$ cat src/rtl/mst_n_seq.sv
// Streaming frame extreme finder: reports the max/min sample of each FRAME_LEN-sample
// frame and its position. Define MST_N_SEQ_SIGNED_EN for two's-complement comparison.
module mst_n_seq #(
  parameter int DATA_W    = 8,
  parameter int FRAME_LEN = 4,
  parameter int IDX_W     = 2
) (
  input  logic              i_clk,
  input  logic              i_rst_n,
  input  logic              i_mode,
  input  logic              i_clear,
  input  logic              i_valid,
  input  logic [DATA_W-1:0] i_num,
  input  logic              i_ready,
  output logic              o_ready,
  output logic              o_valid,
  output logic [DATA_W-1:0] o_num,
  output logic [IDX_W-1:0]  o_idx
);

  localparam int CNT_W = (FRAME_LEN < 2) ? 1 : $clog2(FRAME_LEN + 1);

  typedef enum logic [1:0] {IDLE, ACC, DONE} state_t;

  state_t            state, state_nxt;
  logic [CNT_W-1:0]  cnt;
  logic [DATA_W-1:0] best, best_nxt;
  logic [IDX_W-1:0]  idx, idx_nxt;
  logic              mode_q, cur_mode;
  logic              accept, last, better, gt, lt;

`ifdef MST_N_SEQ_SIGNED_EN
  assign gt = $signed(i_num) > $signed(best);
  assign lt = $signed(i_num) < $signed(best);
`else
  assign gt = i_num > best;
  assign lt = i_num < best;
`endif

  always_ff @(posedge i_clk or negedge i_rst_n) begin
    if (!i_rst_n) state <= IDLE;
    else          state <= state_nxt;
  end

  always_comb begin
    state_nxt = state;
    o_ready   = (state != DONE);
    o_valid   = (state == DONE);
    accept    = i_valid && o_ready && !i_clear;
    last      = (cnt == CNT_W'(FRAME_LEN - 1));
    // mode is taken live on the first sample, then from the latched copy
    cur_mode  = (state == IDLE) ? i_mode : mode_q;
    better    = cur_mode ? lt : gt;
    best_nxt  = best;
    idx_nxt   = idx;
    if (state == IDLE) begin
      best_nxt = i_num;
      idx_nxt  = '0;
    end else if (better) begin
      best_nxt = i_num;
      idx_nxt  = IDX_W'(cnt);
    end
    if (i_clear) begin
      state_nxt = IDLE;
    end else begin
      case (state)
        IDLE:    if (accept) state_nxt = last ? DONE : ACC;
        ACC:     if (accept && last) state_nxt = DONE;
        DONE:    if (i_ready) state_nxt = IDLE;
        default: state_nxt = IDLE;
      endcase
    end
  end

  // result registers load from the combinational update so the last sample
  // is included with one cycle of latency
  always_ff @(posedge i_clk or negedge i_rst_n) begin
    if (!i_rst_n) begin
      cnt    <= '0;
      best   <= '0;
      idx    <= '0;
      mode_q <= 1'b0;
      o_num  <= '0;
      o_idx  <= '0;
    end else if (i_clear) begin
      cnt <= '0;
    end else if (accept) begin
      cnt  <= last ? '0 : cnt + CNT_W'(1);
      best <= best_nxt;
      idx  <= idx_nxt;
      if (state == IDLE) mode_q <= i_mode;
      if (last) begin
        o_num <= best_nxt;
        o_idx <= idx_nxt;
      end
    end
  end

endmodule

$ cat config.mk
export PLATFORM = sky130hd
export DESIGN_NAME = mst_n_seq
export DESIGN_NICKNAME = d
export VERILOG_FILES = /design/src/rtl/mst_n_seq.sv
export SDC_FILE = /design/constraint.sdc
export NUM_CORES = 1
export LEC_CHECK = 0
export ABC_AREA = 1
export CAP_MARGIN = 20
export CORE_AREA = 2 2 56 58
export CTS_CLUSTER_SIZE = 10
export DETAILED_ROUTE_END_ITERATION = 16
export DIE_AREA = 0 0 58 60
export DONT_BUFFER_PORTS = 1
export PLACE_DENSITY = 0.79
export SLEW_MARGIN = 10
export SYNTH_ARGS = -nofsm -noshare
export SYNTH_HDL_FRONTEND = slang
export SYNTH_SLANG_ARGS = --single-unit
$ cat constraint.sdc
create_clock -name i_clk -period 3.6 [get_ports i_clk]
set_clock_uncertainty 0.1 [all_clocks]
set_input_delay 0.72 -clock i_clk [delete_from_list [all_inputs] [get_ports i_clk]]
set_output_delay 0.72 -clock i_clk [all_outputs]
set_load 0.005 [all_outputs]
; ---- After elaboration in Yosys (flattened, before gate mapping)
; Cells that the tools add are included.
[classes]
add_sub_neg = 1
n_reduce_logical = 9
eq_ne = 7
magnitude_cmp = 2
n_mux = 15
bitwise = 1
[ops]
columns = operator, count
row1 = 8-bit 2-to-1 mux, 2
row2 = 2-bit 2-to-1 mux, 7
row3 = 3-bit 2-to-1 mux, 3
row4 = "3-bit != test, second input constant", 3
row5 = 8-bit greater-than comparator, 1
row6 = 8-bit < comparator, 1
row7 = 2-bit case mux with 3 select lines, 1
row8 = 3-bit AND reduction, 2
row9 = "3-bit by 1-bit adder with 3-bit output, second input constant", 1
row10 = "3-bit by 2-bit equality test with 1-bit output, second input constant", 1
row11 = 1-bit logical AND, 3
row12 = "2-bit by 1-bit equality test with 1-bit output, second input constant", 1
row13 = "2-bit equality test, second input constant", 1
row14 = 2-bit logical NOT, 1
row15 = 1-bit 2-to-1 mux, 2
row16 = "2-bit != test, second input constant", 1
row17 = 2-bit AND reduction, 1
row18 = 2-bit nonzero test, 1
row19 = 1-bit logical NOT, 1
row20 = 1-bit NOT, 1
[totals]
out_inout_bits = 12
reg_bits = 26
in_bits = 14

; ---- Longest topological paths before layout
[logic_depth]
word_depth = 7
mapped_depth = 15
depth_no_buf = 15

; ---- Worst setup path after synthesis
; No wires, ideal clock.
[synth_path]
kind = input-to-reg
start = input i_num[7]
end = register o_num[2]
cell_stages = 9
arrival_time_ns = 1.865
setup_time_ns = 0.119
slack_ns = 1.516
required_ns = 3.381
path_buffers = 1
path_cell_list = ha_1 a21o_1 nor2_1 nand3_2 nand2_2 buf_6 nand3_2 nand3_1 nand2_1
[synth_via]
elab_chain_len = 4
elab_cells_between_ends = 5
classes_between = order compare (2) / mux (3)
[synth_rtl]
columns = element, line_no
row1 = from (decl), 13  ; input logic [DATA_W-1:0] i_num,
row2 = 8-bit greater-than comparator / 8-bit < comparator (equally long branches), "36, 37"
row3 = 1-bit 2-to-1 mux (*), 53  ; better = cur_mode ? lt : gt;
row4 = 8-bit 2-to-1 mux (*), 59  ; end else if (better) begin
row5 = 8-bit 2-to-1 mux (*), 56  ; if (state == IDLE) begin
row6 = to (signal assigned), 93  ; o_num <= best_nxt;
row7 = to (decl), 17  ; output logic [DATA_W-1:0] o_num,
; Every way passes the cells marked *; elsewhere a longest branch is shown, timed or not.
; A chain may end at the register's enable or synchronous reset.

; ---- Worst setup path in the final report
[layout_path]
start = register state[0]
end = register o_idx[1]
[layout_via]
elab_cells_between_ends = 9
classes_between = eq/ne (1) / mux (4) / reduce/logical (4)
[layout_lines]
columns = element, line_no
row1 = from (decl), 25  ; state_t state, state_nxt;
row2 = from (signal assigned), 42  ; else state <= state_nxt;
row3 = 2-bit != test, 47  ; o_ready = (state != DONE);
row4 = via o_ready, 15  ; output logic o_ready,
row5 = 1-bit logical AND (2 in a row), 49  ; accept = i_valid && o_ready && !i_clear;
row6 = 3-bit AND reduction (no line), n/a
row7 = to (signal assigned), 94  ; o_idx <= idx_nxt;
row8 = to (decl), 18  ; output logic [IDX_W-1:0] o_idx
; The timed path passes the listed nets, and every way through them passes these cells.

==> reports/metrics.yaml <==
status: "complete, no violations"
clkSlewWorstSetupHoldPaths_ps: 140
multi_input_area_um2: 740.7
setup_viol: 0
gp_congestion: 0.8067
die_y_um: 60
hold_path.class: "in -> async"
cts_setup_buffers: 0
rsz0062_at_grt: "false"
cp-end-kind: "register"
grt_max_degree: 27
drt_iter0_drc: 31
cts_resized: 0
place_ws_ps: 1163
core-area_mm2: 0.002903
yosys_register_bits: 26
p_leak_nw: 0.8874
relSlewSlack: 0.5950
io_pins: 26
antenna_found_initial: 0
grt_util_all_layers: 0.1903
final_cell_mix: "61 x nand2_1, 31 x inv_1, 26 x dfrtp_1"
fin_total_pwr_mw: 1.144
critical_path.max_fanout: 14
drc_errors: 0
max_freq_mhz: 443.1
ff_latch_area_um2: 650.6
seq_area_frac_synth: 0.4214
required_ps: 3770
drtAntennaViolNets: 0
nNetsFinal: 222
synth_top_area_frac: 0.4214
cts_sinks: 26
grt_pass1_wl_um: 5016
wl_um: 2968
fin_crit_sh: 0.6269
max-clock-path-buffers: 2
setup_tns_ps: 0
die_x_um: 58
area_delta_synth_final_pct: 3.565
cts_tree: "done"
wl_per_cell_um: 12.90
irDropWorstVdd_v: 0.0003869
tightest_slew_ps: 606.8
netlist_top_cells_area: "dfrtp_1 42%, nand2_1 15%, inv_1 7.5%, ha_1 7.3%, nand3_1 6.8%"
fin_crit_ps: 2257
yosys_warnings: 0
drive_gt1_frac: 0.1269
path_class: "reg -> reg"
overflow: 0
worst_slack_ps: 1343
maxSlewViolCount: 0
grt_pass1_vias: 1163
portBuffers: 0
avgSynthCellArea_um2: 7.798
layout_commonest_cell: "nand2_1"
synthDistinctLibCells: 23
synth_area_leader_cell: "dfrtp_1"
fill_cells: 266
hold_viol: 0
ctsHtreeMaxLevel: 1
die_area_mm2: 0.003480
via_per_inst: 5.291
std_cell_rows: 20
dr.pass1.iters: 4
p_per_area_mw_per_mm2: 715.3
synthesis.area_mm2: 0.001544
num_vias: 1217
cts-root-buf: "clkbuf_4"
clk_latency_ps: 320
post-dp-hpwl_um: 2201
crit_arrival_ps: 2420
initial_core_util: 0.5319
critPathLaunchType: "register"
antennaDiodeCount: 0
synthesis.nets: 221
maxCapViolations: 0
cts_buffers: 3
synthCells: 198
[kinds of logic after synthesis]
kind of cell / Yosys count / share of synthesized area
DFF: 26 / 0.4214
buffers and inverters: 38 / 0.09886
adders and majority gates: 9 / 0.07293
and+or+nand+nor: 112 / 0.3533
AOI/OAI and AO/OA: 13 / 0.05349
[synthesized netlist by cell type]
cell type,n
o211ai_1,1
o21ai_0,5
a31oi_2,1
a21oi_1,3
nand3_2,9
o21ai_2,1
nor2_1,4
nand4_1,6
clkinv_1,1
nor2_2,2
nand3_1,21
buf_2,2
inv_2,1
a21o_1,1
clkbuf_1,2
buf_6,1
dfrtp_1,26
o22ai_1,1
nand2_1,61
ha_1,9
or2_1,2
nand2_2,7
inv_1,31
[worst max-delay path: stages, from the launching register on]
cell,delay (ps)
dfrtp_1,430
inv_1,90
nand2_1,150
nand2_2,90
nor2_2,480
nand2_2,340
clkinv_1,300
nand4_1,150
nand2_1,80
[metal layers]
metal | vias up | GRT usage | part of all wire
met5 | - | 0 | 0
met4 | 0 | 0.07641 | 0.0064
met3 | 2 | 0.03030 | 0.032
met2 | 14 | 0.3263 | 0.50
met1 | 569 | 0.2407 | 0.46
li1 | 632 | - | -
[registers in the layout, summed over array words and instances, names as in the netlist]
| register | cells |
|---|---|
| best | 8 |
| cnt | 3 |
| idx | 2 |
| mode_q | 1 |
| o_idx | 2 |
| o_num | 8 |
| state | 2 |
[repair_timing]
item                                    4_1_cts  5_1_grt
hold buffers                                  1        0
endpoints found under the setup margin        0        0
endpoints found under the hold margin        26        0
[final cells by class]
cell class / instances / share of cell area
Multi-Input combinational cell: 134 / 0.4632
Sequential cell: 26 / 0.4069
Inverter: 33 / 0.07747
Tap cell: 33 / 0.02582
Clock buffer: 3 / 0.01408
Timing Repair Buffer: 1 / 0.01252
[path summary, 6_finish.rpt]
check	from	endpoint	slack [ps]	cells past startpoint
worst max-delay path	state[0]	o_idx[1]	1340	8
worst min-delay path	i_rst_n	best[1]	90	1
worst max register to register	state[0]	o_idx[1]	1340	8
worst min register to register	best[3]	best[3]	400	2
max in group asynchronous	i_rst_n	best[3]	3160	1
min in group i_clk	best[3]	best[3]	400	2
[per-stage QoR]
| step | instance area [µm²] | cells | hold WS, ps | util |
|---|---|---|---|---|
| 2_1_floorplan | 1544 | 198 | 324.4 | - |
| 3_3_place_gp | 1556 | 226 | 325.0 | 0.5362 |
| 3_5_place_dp | 1556 | 226 | 324.9 | 0.5362 |
| 4_1_cts | 1599 | 230 | 89.04 | 0.5509 |
| 5_1_grt | 1599 | 230 | 85.29 | 0.5509 |
| 6_report | 1599 | 230 | 85.41 | 0.5509 |
[power breakdown]
part           total (mW)  switching (mW)  internal, mW
clock network       0.123          0.0836        0.0392
registers           0.473          0.0714         0.401
logic               0.548           0.364         0.185
total                1.14           0.519         0.625
No activity file was read; power rests on OpenSTA's default activity.
